File: config.mk
export PLATFORM = sky130hd
export DESIGN_NAME = regfile_dump_reader
export DESIGN_NICKNAME = d
export VERILOG_FILES = /design/src/rtl/regdump_pkg.sv /design/src/rtl/regfile_dump_reader.sv
export SDC_FILE = /design/constraint.sdc
export NUM_CORES = 1
export LEC_CHECK = 0
export CAP_MARGIN = 20
export CORE_ASPECT_RATIO = 1.5
export CORE_UTILIZATION = 39
export CTS_CLUSTER_DIAMETER = 80
export DETAILED_ROUTE_END_ITERATION = 12
export GPL_TIMING_DRIVEN = 0
export HOLD_SLACK_MARGIN = 0.1
export PLACE_DENSITY = 0.79
export SLEW_MARGIN = 10
export SYNTH_ARGS = -nofsm -noshare
export SYNTH_HDL_FRONTEND = slang
export SYNTH_SLANG_ARGS = --single-unit
File: constraint.sdc
create_clock -name Clk -period 1.75 [get_ports Clk]
set_input_delay 0.175 -clock Clk [delete_from_list [all_inputs] [get_ports Clk]]
set_output_delay 0.175 -clock Clk [all_outputs]
set_load 0.05 [all_outputs]
File: src/rtl/regdump_pkg.sv
// Shared types and default sizes for the register-file dump reader.
package regdump_pkg;

  localparam int DEFAULT_DATA_WIDTH = 32;
  localparam int DEFAULT_ADDR_WIDTH = 5;

  typedef enum logic [1:0] {
    IDLE = 2'd0,
    READ = 2'd1,
    HOLD = 2'd2,
    DONE = 2'd3
  } state_e;

endpackage

File: src/rtl/regfile_dump_reader.sv
// Walks an inclusive register range on the register-file read port and streams
// (index, value) pairs over valid/ready. Optional XOR checksum: REGDUMP_CHECKSUM_EN.
module regfile_dump_reader
  import regdump_pkg::*;
#(
  parameter int DATA_WIDTH = DEFAULT_DATA_WIDTH,
  parameter int ADDR_WIDTH = DEFAULT_ADDR_WIDTH
) (
  input  logic                  Clk,
  input  logic                  Rst_n,
  input  logic                  Start,
  input  logic [ADDR_WIDTH-1:0] FirstReg,
  input  logic [ADDR_WIDTH-1:0] LastReg,
  output logic [ADDR_WIDTH-1:0] ReadRegister,
  input  logic [DATA_WIDTH-1:0] ReadData,
  output logic                  OutValid,
  input  logic                  OutReady,
  output logic [ADDR_WIDTH-1:0] OutReg,
  output logic [DATA_WIDTH-1:0] OutData,
  output logic                  Busy,
  output logic                  Done,
  output logic [DATA_WIDTH-1:0] Checksum,
  output logic [1:0]            DbgState
);

  // Handshake: a word transfers on a rising edge where OutValid && OutReady;
  // OutValid never drops and OutReg/OutData never change until that happens.

  state_e                state_q, state_d;
  logic [ADDR_WIDTH-1:0] cur_q, cur_d;
  logic [ADDR_WIDTH-1:0] last_q, last_d;
  logic                  out_valid_q, out_valid_d;
  logic [ADDR_WIDTH-1:0] out_reg_q, out_reg_d;
  logic [DATA_WIDTH-1:0] out_data_q, out_data_d;
  logic                  busy_q, busy_d;
  logic                  done_q, done_d;
  logic                  start_acc;
  logic                  word_acc;

  assign start_acc = (state_q == IDLE) && Start;
  assign word_acc  = (state_q == HOLD) && OutReady;

  always_comb begin
    state_d     = state_q;
    cur_d       = cur_q;
    last_d      = last_q;
    out_valid_d = out_valid_q;
    out_reg_d   = out_reg_q;
    out_data_d  = out_data_q;
    busy_d      = busy_q;
    done_d      = 1'b0;
    case (state_q)
      IDLE: begin
        if (Start) begin
          cur_d   = FirstReg;
          last_d  = LastReg;
          busy_d  = 1'b1;
          state_d = READ;
        end
      end
      READ: begin
        out_data_d  = ReadData;
        out_reg_d   = cur_q;
        out_valid_d = 1'b1;
        state_d     = HOLD;
      end
      HOLD: begin
        if (OutReady) begin
          out_valid_d = 1'b0;
          if (cur_q == last_q) begin
            done_d  = 1'b1;
            state_d = DONE;
          end else begin
            // Natural wrap at the top index gives the FirstReg > LastReg walk.
            cur_d   = cur_q + ADDR_WIDTH'(1);
            state_d = READ;
          end
        end
      end
      DONE: begin
        busy_d  = 1'b0;
        state_d = IDLE;
      end
      default: state_d = IDLE;
    endcase
  end

  always_ff @(posedge Clk or negedge Rst_n) begin
    if (!Rst_n) begin
      state_q     <= IDLE;
      cur_q       <= '0;
      last_q      <= '0;
      out_valid_q <= 1'b0;
      out_reg_q   <= '0;
      out_data_q  <= '0;
      busy_q      <= 1'b0;
      done_q      <= 1'b0;
    end else begin
      state_q     <= state_d;
      cur_q       <= cur_d;
      last_q      <= last_d;
      out_valid_q <= out_valid_d;
      out_reg_q   <= out_reg_d;
      out_data_q  <= out_data_d;
      busy_q      <= busy_d;
      done_q      <= done_d;
    end
  end

`ifdef REGDUMP_CHECKSUM_EN
  logic [DATA_WIDTH-1:0] csum_q, csum_d;

  always_comb begin
    csum_d = csum_q;
    if (start_acc) csum_d = '0;
    else if (word_acc) csum_d = csum_q ^ out_data_q;
  end

  always_ff @(posedge Clk or negedge Rst_n) begin
    if (!Rst_n) csum_q <= '0;
    else        csum_q <= csum_d;
  end

  assign Checksum = csum_q;
`else
  logic unused_acc;
  assign unused_acc = start_acc ^ word_acc;
  assign Checksum   = '0;
`endif

  assign ReadRegister = cur_q;
  assign OutValid     = out_valid_q;
  assign OutReg       = out_reg_q;
  assign OutData      = out_data_q;
  assign Busy         = busy_q;
  assign Done         = done_q;
  assign DbgState     = state_q;

endmodule

==> results of run 1 <==
[layer usage]
layer | vias up | global-route usage
li1 | 827 | -
met1 | 819 | 0.176
met2 | 78 | 0.294
met3 | 8 | 0.0456
met4 | 0 | 0.0502
met5 | - | 0
[state kept, by name (all words and copies together), names as in the netlist]
register / cells
Busy: 1
DbgState: 2
Done: 1
OutData: 32
OutReg: 5
OutValid: 1
ReadRegister: 5
last_q: 5
[final cells by class]
class	instances	area, sq um
Timing Repair Buffer	94	945
Inverter	5	18.8
Clock inverter	3	42.5
Sequential cell	52	1300
Tap cell	72	90.1
Fill cell	500	2210
Multi-Input combinational cell	119	916
Clock buffer	5	68.8
Buffer	37	273
[how the worst max path moves through the flow]
stage,from,end,slack [ns],cells after the start
6_report,Busy,Busy,0.08,1
3_3_place_gp,Rst_n,DbgState[0],-1.25,1
2_1_floorplan,DbgState[1],ReadRegister[1],0.02,4
4_1_cts,ReadRegister[4],ReadRegister[4],0.004,1
5_1_grt,DbgState[1],OutData[6],0.008,4
3_5_place_dp,Start,last_q[1],-0.06,3
[power breakdown]
part	internal, mW	switching [mW]
combinational	1.82	2.91
clock	0.424	0.402
sequential	1.80	0.419
[cells in the mapped netlist, drive strengths merged (2+ instances only)]
cell and count:
mux2 44, inv 5, nand2 6, nand3 4, xnor2 5, o211ai 3
a22oi 3, dfrtp 52, nor2 3, buf 37, a21oi 2, o22ai 2
[logic make-up (layout without fill, tap and decap cells)]
logic type,count (synthesis),in the layout,synth area share
other cells,1,32,0.00157
buf+inv,42,144,0.121
flops,52,52,0.545
xor+xnor,5,5,0.0183
compound gates,18,18,0.0560
mux,45,45,0.213
simple gates,18,18,0.0403
fa+ha+maj,1,1,0.00523
[through the flow]
| step | TNS, ns | instances | area, sq um |
|---|---|---|---|
| 2_1_floorplan | 0 | 213 | 2510 |
| 6_report | 0 | 387 | 3660 |
| 3_3_place_gp | -55.43 | 377 | 3520 |
| 4_1_cts | 0 | 387 | 3650 |
| 3_5_place_dp | -0.267 | 378 | 3530 |
| 5_1_grt | 0 | 387 | 3660 |
[repair_timing]
item | CTS | global route
setup endpoints to repair | 5 | 21
hold endpoints to repair | 25 | 0
hold buffers | 1 | 0
resized for setup | 5 | 3
cloned | 0 | 0
==> results.sh, run 1 <==
export IMPL_core_sq_um=5870
export IMPL_drt_wl_total_mm=4.99
export IMPL_vias=1732
export IMPL_clk_pin_slew_ns=0.09
export IMPL_hp_class="primary input to async pin"
export IMPL_timing_fmax_mhz=599
export IMPL_cpLargestDelayFamily="buffers and inverters"
export IMPL_wl_per_cell_um=12.9
export IMPL_synthTopCellsByArea="dfrtp_1 54%, mux2_2 20%, buf_4 11%, xnor2_1 1.8%, a22oi_1 0.94%"
export IMPL_num_rows=34
export IMPL_netlist_area_leader_share=0.545
export IMPL_track_usage=0.162
export IMPL_final_core_util=0.623
export IMPL_die_area_sq_um=6450
export IMPL_die_w_um=65.9
export IMPL_drive_gt1_frac=0.308
export IMPL_synth_flop_cell="dfrtp_1"
export IMPL_ioPinCount=125
export IMPL_criticalPathCategory="register to output port"
export IMPL_first_pass_iters=4
export IMPL_yosys_area_top_type="dfrtp_1"
export IMPL_crit_buf_inv=1
export IMPL_clk_latency_ns=0.30
export IMPL_wl_met2_mm=2.68
export IMPL_cp_required_ns=1.57
export IMPL_hpwl_mm=3.84
export IMPL_nets=361
export IMPL_worstPathArrival_ns=1.49
export IMPL_cts_tree="yes"
export IMPL_grt_pass1_vias=1771
export IMPL_relSlewSlack=0.533
export IMPL_rsz0062_at_grt="false"
export IMPL_grt_max_degree=28
export IMPL_yosysSeqAreaShare=0.545
export IMPL_maxCapViolCount=0
export IMPL_rrSetupSlack_ns=0.09
export IMPL_drt_met1_wl_mm=1.81
export IMPL_ys_async_sr_fraction=1.00
export IMPL_final_common_cell="clkdlybuf4s50_1"
export IMPL_wl_met3_um=424
export IMPL_drc_errors=0
export IMPL_dr_max_layer_used="met4"
export IMPL_drt_iter0_drc=49
export IMPL_post_route_worst_setup_slack_ns=0.0801
export IMPL_cts_sinks=52
export IMPL_synth_seq_cells=52
export IMPL_vdd_drop_max_v=0.00112
export IMPL_worst_hold_slack_ns=0.404
export IMPL_syn_area_per_cell_sq_um=13.1
export IMPL_reg2regPathDepth=4
export IMPL_hold_viol_final=0
export IMPL_gp_congestion=0.768
export IMPL_p_leak_nw=1.65
export IMPL_fin_skew_ns=0.00772
export IMPL_cp_max_fo=3
export IMPL_postCtsSetupBuffers=0
export IMPL_port_buffers=92
export IMPL_clk_path_buf_depth=2
export IMPL_path_cells="clkdlybuf4s50_1"
export IMPL_worstMarginPinSlew_ns=0.699
export IMPL_drv_slew=0
export IMPL_crit_path_end_kind="output port"
export IMPL_htree_levels=2
export IMPL_gr_total_overflow=0
export IMPL_cts_root_buffer="clkbuf_8"
export IMPL_finalPower_mw=7.78
export IMPL_antenna_found_initial=0
export IMPL_grt_pass1_wl_mm=8.07
export IMPL_antenna_cells=0
export IMPL_finalSetupViolations=0
export IMPL_slowest_stage="clkdlybuf4s50_1"
export IMPL_place_ws_ns=-0.0594
export IMPL_reg2reg_to="ReadRegister[1]"
export IMPL_cts_buffers=5
export IMPL_status="completed"
export IMPL_synth_edff_count=0
export IMPL_start_kind="register"
export IMPL_powerDensity_nw_per_um2=2130
export IMPL_period_needed_ns=1.67
export IMPL_syn_area_sq_um=2390
export IMPL_synth_cell_types=32
export IMPL_critical_path_max_stage_delay_ns=0.81
export IMPL_fin_crit_sh=0.954
export IMPL_synth_warning_count=0
export IMPL_die_height_um=97.9
export IMPL_syn_inst=182
export IMPL_mostFrequentLayoutCells="84 x clkdlybuf4s50_1, 51 x dfrtp_1, 43 x mux2_2"
export IMPL_start_util=0.407
export IMPL_area_growth_pct=53.0
export IMPL_routed_via_density=4.48
export IMPL_r2r_start="ReadRegister[2]"
export IMPL_ant_nets=0
Power figures use the tool's default switching activity.
==> run 2: changes to the inputs <==
- ABC_AREA: default -> 0
==> results of run 2 <==
No change in the layout: final DEF, timing and power equal those of run 1.
